===== src/rtl/i2s_audio_tx.sv =====
// I2S transmitter: a 9-bit frame counter drives MCLK/SCK/LRCK and a registered SDIN.
// A 16-bit stereo pair is captured once per 512-clk frame on the sample_req strobe.
module i2s_audio_tx (
  input  logic        clk,
  input  logic        rst,
  input  logic        en,
  input  logic [15:0] audio_left,
  input  logic [15:0] audio_right,
  output logic        sample_req,
  output logic        audio_mclk,
  output logic        audio_sck,
  output logic        audio_lrck,
  output logic        audio_sdin
);

  logic [8:0]  cnt, cnt_next;
  logic [15:0] cur_l, cur_r, cur_l_next, cur_r_next;
  logic        prev_r0, prev_r0_next;
  logic        sdin_next;
  logic [3:0]  slot, bit_idx;

  // Strobe is qualified by the live en/rst so a frame cut short never captures.
  assign sample_req = en & ~rst & (cnt == 9'd511);

  assign audio_mclk = cnt[1];
  assign audio_sck  = cnt[3];
  assign audio_lrck = cnt[8];

  // SDIN is computed from the post-edge counter and data, so the registered bit
  // always belongs to the slot the counter is entering.
  always_comb begin
    // NOTE: every always_comb output gets a default first so no latch is inferred.
    cnt_next     = en ? cnt + 9'd1 : 9'd0;
    cur_l_next   = cur_l;
    cur_r_next   = cur_r;
    prev_r0_next = prev_r0;
    if (sample_req) begin
      prev_r0_next = cur_r[0];
      cur_l_next   = audio_left;
      cur_r_next   = audio_right;
    end

    slot      = cnt_next[7:4];
    bit_idx   = 4'd0 - slot;
    sdin_next = 1'b0;
    if (en) begin
      // One-bit I2S delay: slot 0 carries the previous word's LSB.
      if (!cnt_next[8])
        sdin_next = (slot == 4'd0) ? prev_r0_next : cur_l_next[bit_idx];
      else
        sdin_next = (slot == 4'd0) ? cur_l_next[0] : cur_r_next[bit_idx];
    end
  end

  always_ff @(posedge clk) begin
    // NOTE: sequential state uses non-blocking assignments so all registers update together.
    if (rst) begin
      cnt        <= 9'd0;
      cur_l      <= 16'd0;
      cur_r      <= 16'd0;
      prev_r0    <= 1'b0;
      audio_sdin <= 1'b0;
    end else begin
      cnt        <= cnt_next;
      cur_l      <= cur_l_next;
      cur_r      <= cur_r_next;
      prev_r0    <= prev_r0_next;
      audio_sdin <= sdin_next;
    end
  end

endmodule


===== config.mk =====
export PLATFORM = sky130hd
export DESIGN_NAME = i2s_audio_tx
export DESIGN_NICKNAME = d
export VERILOG_FILES = /design/src/rtl/i2s_audio_tx.sv
export SDC_FILE = /design/constraint.sdc
export NUM_CORES = 1
export LEC_CHECK = 0
export ABC_CLOCK_PERIOD_IN_PS = 4800
export BUFFER_PORTS_ARGS = -buffer_cell sky130_fd_sc_hd__buf_4
export CAP_MARGIN = 40
export CORE_ASPECT_RATIO = 0.7
export CORE_MARGIN = 5
export CORE_UTILIZATION = 35
export DETAILED_ROUTE_END_ITERATION = 6
export GPL_TIMING_DRIVEN = 1
export PLACE_DENSITY = 0.57
export SLEW_MARGIN = 30
export SYNTH_ARGS = -nofsm -noshare
export SYNTH_HDL_FRONTEND = slang
export SYNTH_SLANG_ARGS = --single-unit

===== constraint.sdc =====
create_clock -name clk -period 4.8 [get_ports clk]
set_clock_uncertainty 0.15 [all_clocks]
set_input_delay 0.72 -clock clk [delete_from_list [all_inputs] [get_ports clk]]
set_output_delay 0.72 -clock clk [all_outputs]
set_load 0.01 [all_outputs]

Word level (Yosys, flattened, before mapping)
Index checks and enable logic that the tools add are counted.
{ "word_totals": {"register_bits": 43, "out_inout_bits": 5} }
{ "op_classes": {"n_bitwise": 4, "add_sub_neg": 2, "n_reduce_logical": 2, "order_cmp": 1, "n_eq_ne": 1, "mux": 11} }
{ "op_table": {"columns": ["operator", "count"], "rows": [
  ["$mux W16", 2],
  ["$add A9 B1 Y9 const B", 1],
  ["$eq A9 B9 Y1 const B", 1],
  ["$mux W9", 1],
  ["$bmux W1 S4", 2],
  ["$mux W1", 6],
  ["$lt A4 B5 Y1 const B", 1],
  ["$logic_not A4 Y1", 1],
  ["$sub A1 B4 Y4 const A", 1],
  ["$and A1 B1 Y1", 2],
  ["$not A1 Y1", 2],
  ["$reduce_or A2 Y1", 1]
]} }

Logic depth before layout (Yosys ltp)
{ "depth": {"word_depth": 8, "ltp_mapped": 14, "depth_no_buf": 12} }

Worst setup path after synthesis
No wires, ideal clock.
{ "synth_path": {"kind": "register to register", "startpoint": "reg cnt[1]", "endpoint": "reg audio_sdin", "arrival_time_ns": 3.007, "required_time_ns": 4.580, "stages_incl_launch_ff": 15, "setup_ns": 0.070, "slack_ns": 1.573, "period_less_slack_ns": 3.227, "path_cell_list": "dfxtp_1 ha_1 and4_1 and2_1 and3_1 ha_1 nand3b_1 buf_4 buf_6 mux2i_1 mux4_2 mux2i_1 o21ai_1 a2111oi_2 o2bb2ai_1"} }
{ "synth_between": {"elab_chain_len": 7} }
{ "synth_rtl": {"columns": ["item", "line_no", "source"], "rows": [
  ["start, declared", "16", "logic [8:0] cnt, cnt_next;"],
  ["start signal, assigned", "64", "cnt <= cnt_next;"],
  ["$add A9 B1 Y9 or $eq A9 B9 Y1 (tied branches)", "33, 23", null],
  ["$mux W9 or $and A1 B1 Y1 (tied branches)", "33, 23", null],
  ["$sub A1 B4 Y4 or $mux W16 (tied branches)", "44, 37", null],
  ["$bmux W1 S4 (on tied branches)", "49, 51", null],
  ["$mux W1 (on tied branches) (2 in a row)", "49, 51", null],
  ["$mux W1 *", "48", "if (!cnt_next[8])"],
  ["end signal, assigned", "68", "audio_sdin <= sdin_next;"],
  ["end, declared", "13", "output logic audio_sdin"]
]} }
Mark *: on every way between the ends. The rest lies on a longest branch, timed or not. The select of a mux whose other input is x is not followed.
A chain may end at the register's enable or synchronous reset.

Worst setup path after layout
{ "layout_path": {"startpoint": "reg cnt[0]", "endpoint": "reg audio_sdin"} }
Same word-level chain as after synthesis.

==> impl_metrics.json <==
{
  "ys_warn_count": 0,
  "yosys.area_share.simple_pct": 16.4,
  "cts_resized": 0,
  "layout_commonest_cell": "dfxtp_1",
  "crit_type": "flop to flop",
  "cts.sinks": 43,
  "p_total_uw": 625,
  "synth_edf_count": 0,
  "grt_overflow_total": 0,
  "dp_hpwl_mm": 3.52,
  "synth_cells": 214,
  "final.min_clock_period_ns": 3.92,
  "hp-class": "flop to flop",
  "worst_pin_slew_ns": 0.718,
  "final_nets": 288,
  "worst-path-max-fanout": 24,
  "worstPathArrival_ns": 4.01,
  "wl_per_cell_um": 14.4,
  "die-area_sq_um": 7860,
  "synth_mux_area_share_pct": 28.6,
  "cts_hold_buf": 0,
  "synthXorXnorAreaFrac_pct": 2.43,
  "power_density_nw_per_um2": 242,
  "core_area_sq_um": 5840,
  "clockRootBuffer": "clkbuf_8",
  "min_from": "cur_l[12]$_SDFF_PP0_",
  "core.rowCount": 23,
  "ys_seq_elements": 43,
  "most-common-layout-cells": "43 x dfxtp_1, 42 x nor2_1, 41 x buf_4",
  "timing.rr.start": "cnt[0]$_SDFF_PP0_",
  "ant_nets": 0,
  "syn_nets": 252,
  "yosysTopAreaCell": "dfxtp_1",
  "synth_top_family_by_area": "multiplexers",
  "via_count": 1630,
  "diodes": 0,
  "syn-cell-area_sq_um": 2160,
  "totalWireLength_mm": 4.70,
  "power_leakage_uw": 0.00123,
  "grt_pass1_vias": 1632,
  "dr.first_iter.drc_count": 65,
  "utilization_pct": 44.2,
  "max_clock_freq_ghz": 0.255,
  "rsz0062_at_grt": "false",
  "post_cts_buffers": 0,
  "die_w_um": 104,
  "io_buffers": 39,
  "htree_levels": 2,
  "ir_worst_vdd_uv": 147,
  "slew_headroom_pct": 51.9,
  "syn_avg_cell_area_sq_um": 10.1,
  "chipHeight_um": 75.7,
  "area_delta_synth_final_pct": 19.8,
  "insertion_delay_ns": 0.30,
  "ys.flop_type": "dfxtp_1",
  "dr.pass1.iters": 4,
  "ys_top_cells_by_area": "dfxtp_1 40%, mux2i_1 18%, mux4_2 8.3%",
  "cts_tree": "done",
  "pin_count": 40,
  "outcome": "completed",
  "cts_buffer_depth": 2,
  "slew_violations": 0,
  "drc": 0,
  "clk_pin_slew_ns": 0.09,
  "start_util_pct": 36.9,
  "synth_compound_area_share_pct": 7.30,
  "tns_ns": 0,
  "yosysSeqAreaShare_pct": 39.9,
  "yosys.area_share.adder_pct": 1.74,
  "numCtsBuffers": 5,
  "grtUsageTotal_pct": 12.7,
  "grt_max_degree": 41,
  "critPathRequiredTime_ns": 4.89,
  "antenna_found_initial": 0,
  "setup_viol": 0,
  "yosysUniqueCellTypes": 45,
  "synthArstFlopShare_pct": 0,
  "fill_cells": 581,
  "maxCapViolCount": 0,
  "globalplace.congestion": 0.850,
  "drive_gt1_share_pct": 25.5,
  "synth_top_cell_area_share_pct": 39.9,
  "startpoint": "cnt[0]$_SDFF_PP0_",
  "endpoint_kind": "flop",
  "hold_viol_final": 0,
  "hold_ws_ns": 0.344,
  "grt_first_pass_wirelength_mm": 7.98,
  "period_share_pct": 81.7,
  "vias_per_cell": 5.00,
  "start_kind": "flop"
}
-- registers in the layout, summed over array words and instances, names as in the netlist --
name	flops
prev_r0	1
audio_sdin	1
cur_r	16
cur_l	16
cnt	9
-- logic make-up (layout without fill, tap and decap cells) --
family | Yosys count | count (layout)
AND/OR/NAND/NOR | 77 | 77
multiplexers | 50 | 50
flip-flops | 43 | 43
AO/OA/AOI/OAI | 19 | 19
buffers and inverters | 16 | 53
XOR/XNOR | 6 | 6
adder cells (fa/ha/maj) | 3 | 3
-- path summary, 6_finish.rpt --
kind,endpoint,slack (ns),cells after the start
setup / recovery,audio_sdin$_SDFF_PP0_,0.88,12
hold / removal,cur_l[12]$_SDFF_PP0_,0.34,2
setup reg to reg,audio_sdin$_SDFF_PP0_,0.88,12
hold reg to reg,cur_l[12]$_SDFF_PP0_,0.34,2
-- per-stage QoR --
| stage | setup slack [ns] | instances | cell area [sq um] |
|---|---|---|---|
| 6_report | 0.880 | 326 | 2580 |
| 5_1_grt | 0.558 | 326 | 2580 |
| 4_1_cts | 0.895 | 326 | 2580 |
| 3_5_place_dp | 0.905 | 318 | 2500 |
| 3_3_place_gp | 0.976 | 318 | 2500 |
| 2_1_floorplan | 1.57 | 214 | 2160 |
-- where the power goes --
| group | total [uW] | switching (uW) | internal (uW) | leakage (uW) |
|---|---|---|---|---|
| Sequential | 358 | 1.23 | 357 | 0.000346 |
| Clock | 233 | 131 | 101 | 0.0000402 |
| Combinational | 33.5 | 13.1 | 20.4 | 0.000845 |
| Total | 625 | 146 | 479 | 0.00123 |
-- final cells by class --
class	count	area, sq um	area share, %
Timing Repair Buffer	41	308	11.9
Inverter	4	15.0	0.581
Tap cell	75	93.8	3.63
Multi-Input combinational cell	155	1220	47.1
Sequential cell	43	861	33.3
Clock inverter	3	20.0	0.774
Clock buffer	5	68.8	2.66
-- per-layer routing --
layer  share of wire, %  track usage (%)  wire length (um)  vias to the layer above
met4               0.85             3.88                40                        0
met5                  0                0                 0                        -
met1                 54             18.4              2530                      764
met3                6.0             4.40               281                        5
li1                   -                -                 -                      826
met2                 39             17.9              1860                       35
-- critical path, cell delays in order, from the launching register on --
cell and delay [ns]:
dfxtp_1 0.43, ha_1 0.25, and4_1 0.25, and2_1 0.20, and3_1 0.17, ha_1 0.13, nand3b_1 0.47, buf_4 0.47
mux2i_1 0.18, mux4_2 0.54, a311oi_1 0.29, o221ai_1 0.15, o2bb2ai_1 0.14
-- Yosys cell counts, drive strengths merged, types with 2 or more instances --
| library cell | n |
|---|---|
| dfxtp | 43 |
| nor2 | 42 |
| mux2i | 39 |
| nand2 | 11 |
| mux4 | 8 |
| clkbuf | 7 |
| buf | 5 |
| nand3 | 5 |
| inv | 4 |
| xnor2 | 4 |
| a21boi | 3 |
| and2 | 3 |
| ha | 3 |
| mux2 | 3 |
| nand2b | 3 |
| nor2b | 3 |
| and3 | 2 |
| nand3b | 2 |
| nand4 | 2 |
| o21ai | 2 |
| o31ai | 2 |
| xor2 | 2 |
Note: power is estimated with default switching activity, not from simulation.
